==> src/rtl/hazard_ctrl.sv <==
// hazard_ctrl: pipeline hazard unit for a 5-stage in-order core.
// Generates stage load enables, bubble flushes and EX operand forwarding
// selects, tracks data-memory waits with a timeout fault FSM, and keeps
// saturating stall/flush performance counters.
module hazard_ctrl #(
  parameter logic [7:0] TIMEOUT = 8'd255
) (
  input  logic        clk,
  input  logic        reset_n,
  input  logic [4:0]  id_rs1,
  input  logic [4:0]  id_rs2,
  input  logic        id_use_rs1,
  input  logic        id_use_rs2,
  input  logic [4:0]  ex_rs1,
  input  logic [4:0]  ex_rs2,
  input  logic        ex_regwen,
  input  logic [4:0]  ex_rd,
  input  logic        ex_is_load,
  input  logic        ex_br_taken,
  input  logic        ma_regwen,
  input  logic [4:0]  ma_rd,
  input  logic        ma_mem_req,
  input  logic        dmem_ready,
  input  logic        wb_regwen,
  input  logic [4:0]  wb_rd,
  output logic        pc_en,
  output logic        ifid_en,
  output logic        idex_en,
  output logic        exma_en,
  output logic        mawb_en,
  output logic        ifid_flush,
  output logic        idex_flush,
  output logic [1:0]  fwd_a,
  output logic [1:0]  fwd_b,
  output logic [1:0]  state,
  output logic        mem_timeout,
  output logic [31:0] stall_cnt,
  output logic [31:0] flush_cnt
);

  typedef enum logic [1:0] {
    RUN     = 2'b00,
    MEMWAIT = 2'b01,
    ERR     = 2'b10
  } state_t;

  state_t     cur_state;
  state_t     nxt_state;
  logic [7:0] wait_cnt;
  logic [7:0] nxt_wait;
  logic       mstall;
  logic       ldhaz;

  // Memory stall and load-use hazard terms; x0 never creates a dependency.
  assign mstall = ma_mem_req & ~dmem_ready;
  assign ldhaz  = ex_is_load & ex_regwen & (ex_rd != 5'd0) &
                  ((id_use_rs1 & (id_rs1 == ex_rd)) |
                   (id_use_rs2 & (id_rs2 == ex_rd)));

  assign state       = cur_state;
  assign mem_timeout = (cur_state == ERR);

  // Forward source for one EX operand: the younger MA result wins over WB.
  function automatic logic [1:0] fwd_sel(input logic [4:0] rs);
    if (ma_regwen && (ma_rd != 5'd0) && (ma_rd == rs))
      return 2'b10;
    else if (wb_regwen && (wb_rd != 5'd0) && (wb_rd == rs))
      return 2'b01;
    else
      return 2'b00;
  endfunction

  assign fwd_a = fwd_sel(ex_rs1);
  assign fwd_b = fwd_sel(ex_rs2);

  // State and wait counter registers, cleared asynchronously.
  always_ff @(posedge clk or negedge reset_n) begin
    if (!reset_n) begin
      cur_state <= RUN;
      wait_cnt  <= 8'd0;
    end else begin
      cur_state <= nxt_state;
      wait_cnt  <= nxt_wait;
    end
  end

  // Next state: count consecutive stalled edges, fault when TIMEOUT is reached.
  always_comb begin
    nxt_state = cur_state;
    nxt_wait  = wait_cnt;
    case (cur_state)
      RUN: begin
        nxt_wait = 8'd0;
        if (mstall) begin
          if (TIMEOUT == 8'd1) begin
            nxt_state = ERR;
            nxt_wait  = 8'd1;
          end else begin
            nxt_state = MEMWAIT;
            nxt_wait  = 8'd1;
          end
        end
      end
      MEMWAIT: begin
        if (!mstall) begin
          nxt_state = RUN;
          nxt_wait  = 8'd0;
        end else if ((wait_cnt + 8'd1) == TIMEOUT) begin
          nxt_state = ERR;
          nxt_wait  = TIMEOUT;
        end else begin
          nxt_wait = wait_cnt + 8'd1;
        end
      end
      ERR: begin
        nxt_state = ERR;
      end
      default: begin
        nxt_state = RUN;
        nxt_wait  = 8'd0;
      end
    endcase
  end

  // Pipeline control decode, priority ERR > mstall > branch > load-use > normal.
  always_comb begin
    pc_en      = 1'b1;
    ifid_en    = 1'b1;
    idex_en    = 1'b1;
    exma_en    = 1'b1;
    mawb_en    = 1'b1;
    ifid_flush = 1'b0;
    idex_flush = 1'b0;
    if (cur_state == ERR || mstall) begin
      pc_en   = 1'b0;
      ifid_en = 1'b0;
      idex_en = 1'b0;
      exma_en = 1'b0;
      mawb_en = 1'b0;
    end else if (ex_br_taken) begin
      ifid_flush = 1'b1;
      idex_flush = 1'b1;
    end else if (ldhaz) begin
      pc_en      = 1'b0;
      ifid_en    = 1'b0;
      idex_flush = 1'b1;
    end
  end

  // Saturating performance counters for frozen-PC cycles and front-end flushes.
  always_ff @(posedge clk or negedge reset_n) begin
    if (!reset_n) begin
      stall_cnt <= 32'd0;
      flush_cnt <= 32'd0;
    end else begin
      if (!pc_en && (stall_cnt != 32'hFFFF_FFFF))
        stall_cnt <= stall_cnt + 32'd1;
      if (ifid_flush && (flush_cnt != 32'hFFFF_FFFF))
        flush_cnt <= flush_cnt + 32'd1;
    end
  end

endmodule

==> config.mk <==
export PLATFORM = sky130hd
export DESIGN_NAME = hazard_ctrl
export DESIGN_NICKNAME = d
export VERILOG_FILES = /design/src/rtl/hazard_ctrl.sv
export SDC_FILE = /design/constraint.sdc
export NUM_CORES = 1
export LEC_CHECK = 0
export CELL_PAD_IN_SITES_DETAIL_PLACEMENT = 1
export CELL_PAD_IN_SITES_GLOBAL_PLACEMENT = 1
export CORE_ASPECT_RATIO = 1.75
export CORE_MARGIN = 3
export CORE_UTILIZATION = 38
export DETAILED_ROUTE_END_ITERATION = 10
export PLACE_DENSITY_LB_ADDON = 0.1
export REMOVE_ABC_BUFFERS = 1
export SLEW_MARGIN = 40
export SYNTH_ARGS = -nofsm -noshare
export SYNTH_HDL_FRONTEND = slang
export SYNTH_SLANG_ARGS = --single-unit
==> constraint.sdc <==
create_clock -name clk -period 5.1 [get_ports clk]
set_input_delay 1.275 -clock clk [delete_from_list [all_inputs] [get_ports clk]]
set_output_delay 1.275 -clock clk [all_outputs]
set_load 0.03 [all_outputs]
==> impl_metrics.env, run 1 <==
export IMPL_clkLatencyLatePin_ns=0.33
export IMPL_via_count=3305
export IMPL_worstSetupStartpoint="ex_rd[1]"
export IMPL_post_cts_resize_count=0
export IMPL_drc_errors=0
export IMPL_hold_buffers=0
export IMPL_yosysSeqAreaShare=0.482
export IMPL_slew_viol_final=0
export IMPL_synth_edff_count=0
export IMPL_start_util=0.398
export IMPL_first_pass_iters=5
export IMPL_async_flop_share=1.00
export IMPL_regToRegStartpoint="state[0]$_DFFE_PN0P_"
export IMPL_finalHoldViolations=0
export IMPL_ys_flop_type="dfrtp_1"
export IMPL_cap_violations=0
export IMPL_hold_path_class="reg2reg"
export IMPL_antenna_cells=0
export IMPL_dieArea_um2=11400
export IMPL_wl_met1_um=4150
export IMPL_wire_per_inst_um=17.3
export IMPL_cts_tree="done"
export IMPL_fin_setup_tns_ns=0
export IMPL_drt_wl_total_um=11000
export IMPL_cts_buffers=9
export IMPL_met2_length_um=6210
export IMPL_rows=47
export IMPL_vdd_drop_max_v=0.000196
export IMPL_power_density_nw_per_um2=324
export IMPL_num_nets_final=557
export IMPL_worstHoldStart="flush_cnt[17]$_DFFE_PN0P_"
export IMPL_cts_sinks=74
export IMPL_clockRootBuffer="clkbuf_16"
export IMPL_path_class="in2out"
export IMPL_num_fill_cells=1085
export IMPL_drt_iter0_markers=105
export IMPL_startpoint_type="input port"
export IMPL_max_freq_ghz=0.211
export IMPL_syn_area_um2=3840
export IMPL_grt_max_degree=75
export IMPL_critPathCaptureType="output port"
export IMPL_routed_via_density=5.21
export IMPL_yosys_warnings=0
export IMPL_worstMarginPinSlew_ns=0.699
export IMPL_cts_htree_levels=3
export IMPL_min_period_over_period=0.928
export IMPL_hpwl_um=8430
export IMPL_finalCriticalPeriod_ns=4.73
export IMPL_grt_pass1_wl_um=18100
export IMPL_synth_distinct_cells=36
export IMPL_path_clk_slew_ns=0.06
export IMPL_drtAntennaViolNets=0
export IMPL_final_util=0.574
export IMPL_clockBufferDepth=2
export IMPL_finalSetupViolations=0
export IMPL_port_buffers=123
export IMPL_crit_arrival_ns=3.46
export IMPL_status="completed"
export IMPL_syn_to_final_growth_pct=44.1
export IMPL_place_gp_congestion=0.826
export IMPL_grt_ovfl_total=0
export IMPL_crit_required_ns=3.83
export IMPL_skew_ns=0.00914
export IMPL_cts_setup_buffers=0
export IMPL_syn_inst=377
export IMPL_first_global_vias=3631
export IMPL_die_x_um=82.0
export IMPL_cp_max_fo=3
export IMPL_highest_layer="met4"
export IMPL_track_usage=0.203
export IMPL_grt_setup_unrepaired="no"
export IMPL_routed_wl_met3_um=374
export IMPL_p_leak_nw=2.37
export IMPL_die_h_um=139
export IMPL_maxSlewHeadroom=0.534
export IMPL_drive_above_1_share=0.0488
export IMPL_ys_ff_latch=74
export IMPL_avgSynthCellArea_um2=10.2
export IMPL_antenna_found_initial=0
export IMPL_core_um2=9640
export IMPL_ioPinCount=124
[routing by layer]
metal	GRT usage	up-vias
li1	-	1574
met1	0.228	1642
met2	0.366	75
met3	0.0390	14
met4	0.0736	0
met5	0	-
[cells by family (layout without fill, tap and decap cells)]
logic type	count (synthesis)	after routing	synth area share
AND/OR/NAND/NOR	165	165	0.226
XOR/XNOR	97	97	0.223
flip-flops	74	74	0.482
AO/OA/AOI/OAI	23	23	0.0368
buffers and inverters	13	148	0.0160
adder cells (fa/ha/maj)	4	4	0.0130
multiplexers	1	1	0.00293
[cell type report]
| class | instances | area (µm²) | share of cell area |
|---|---|---|---|
| Sequential cell | 74 | 1850 | 0.335 |
| Clock buffer | 10 | 229 | 0.0414 |
| Multi-Input combinational cell | 290 | 1930 | 0.349 |
| Timing Repair Buffer | 125 | 1250 | 0.226 |
| Clock inverter | 6 | 90.1 | 0.0163 |
| Inverter | 7 | 26.3 | 0.00475 |
| Tap cell | 122 | 153 | 0.0276 |
[state kept, by name, summed over array words and instances (netlist names)]
register   cells
state          2
flush_cnt     32
stall_cnt     32
wait_cnt       8
[power breakdown]
group | internal [mW] | switching (mW) | leakage, nW
Clock | 0.430 | 0.250 | 0.153
Sequential | 0.640 | 0.0724 | 0.993
Combinational | 0.182 | 0.221 | 1.23
[worst paths after layout]
path | slack, ns | to | depth (start not counted)
max | 0.37 | pc_en | 5
min | 0.50 | flush_cnt[17]$_DFFE_PN0P_ | 1
max reg2reg | 2.01 | stall_cnt[29]$_DFFE_PN0P_ | 7
min reg2reg | 0.50 | flush_cnt[17]$_DFFE_PN0P_ | 1
max in group asynchronous | 3.65 | stall_cnt[3]$_DFFE_PN0P_ | 1
min in group asynchronous | 0.96 | flush_cnt[14]$_DFFE_PN0P_ | 1
[per-stage QoR]
stage	area (µm²)	std cells	hold WS (ns)	power, mW	setup WS, ns
2_1_floorplan	3800	371	0.490	0.913	0.319
3_3_place_gp	5200	618	0.480	1.11	0.198
3_5_place_dp	5200	618	0.494	1.13	0.0888
4_1_cts	5520	634	0.502	1.82	0.0888
5_1_grt	5530	634	0.529	1.88	0.287
6_report	5530	634	0.498	1.80	0.367
[cells in the final DEF (no fill, tap or decap), drive strengths merged, types with 4 or more instances in the layout]
cell type	count
clkbuf	10
nand2	33
nor4	6
and2	6
and4	5
nor3	11
nand4	13
clkdlybuf4s50	120
xor2	47
nand3	36
xnor2	50
and3	15
o21ai	13
inv	8
nor2	24
ha	4
dfrtp	74
or4	10
[Yosys cell counts (2+ instances only)]
cell type / count / area [µm²]
a31oi_1: 2 / 12.5
inv_1: 7 / 26.3
xnor2_1: 49 / 429
and3_1: 15 / 93.8
nor2_1: 24 / 90.1
or3_1: 2 / 12.5
nand4_1: 13 / 81.3
ha_1: 4 / 50.1
nor4_1: 6 / 37.5
nand2_1: 33 / 124
buf_4: 3 / 22.5
and4_1: 5 / 43.8
o21a_1: 3 / 22.5
clkbuf_1: 2 / 7.51
or4_1: 9 / 67.6
dfrtp_1: 74 / 1850
xor2_1: 47 / 412
o21ai_0: 12 / 60.1
nand3_1: 36 / 180
and2_1: 5 / 31.3
nor3_1: 11 / 55.1
[worst max-delay path, cell delays in order]
cell,delay (ns)
clkdlybuf4s50_1,0.47
or4_1,0.54
o211ai_1,0.23
o31a_1,0.23
clkdlybuf4s50_1,0.70
Power figures use the tool's default switching activity.
==> run 2, diff against run 1 <==
CTS_CLUSTER_SIZE = 40   (was unset)
SKIP_LAST_GASP = 1   (was unset)
==> results of run 2 <==
Same layout as run 1: the final DEF is identical, and so are final timing and power.
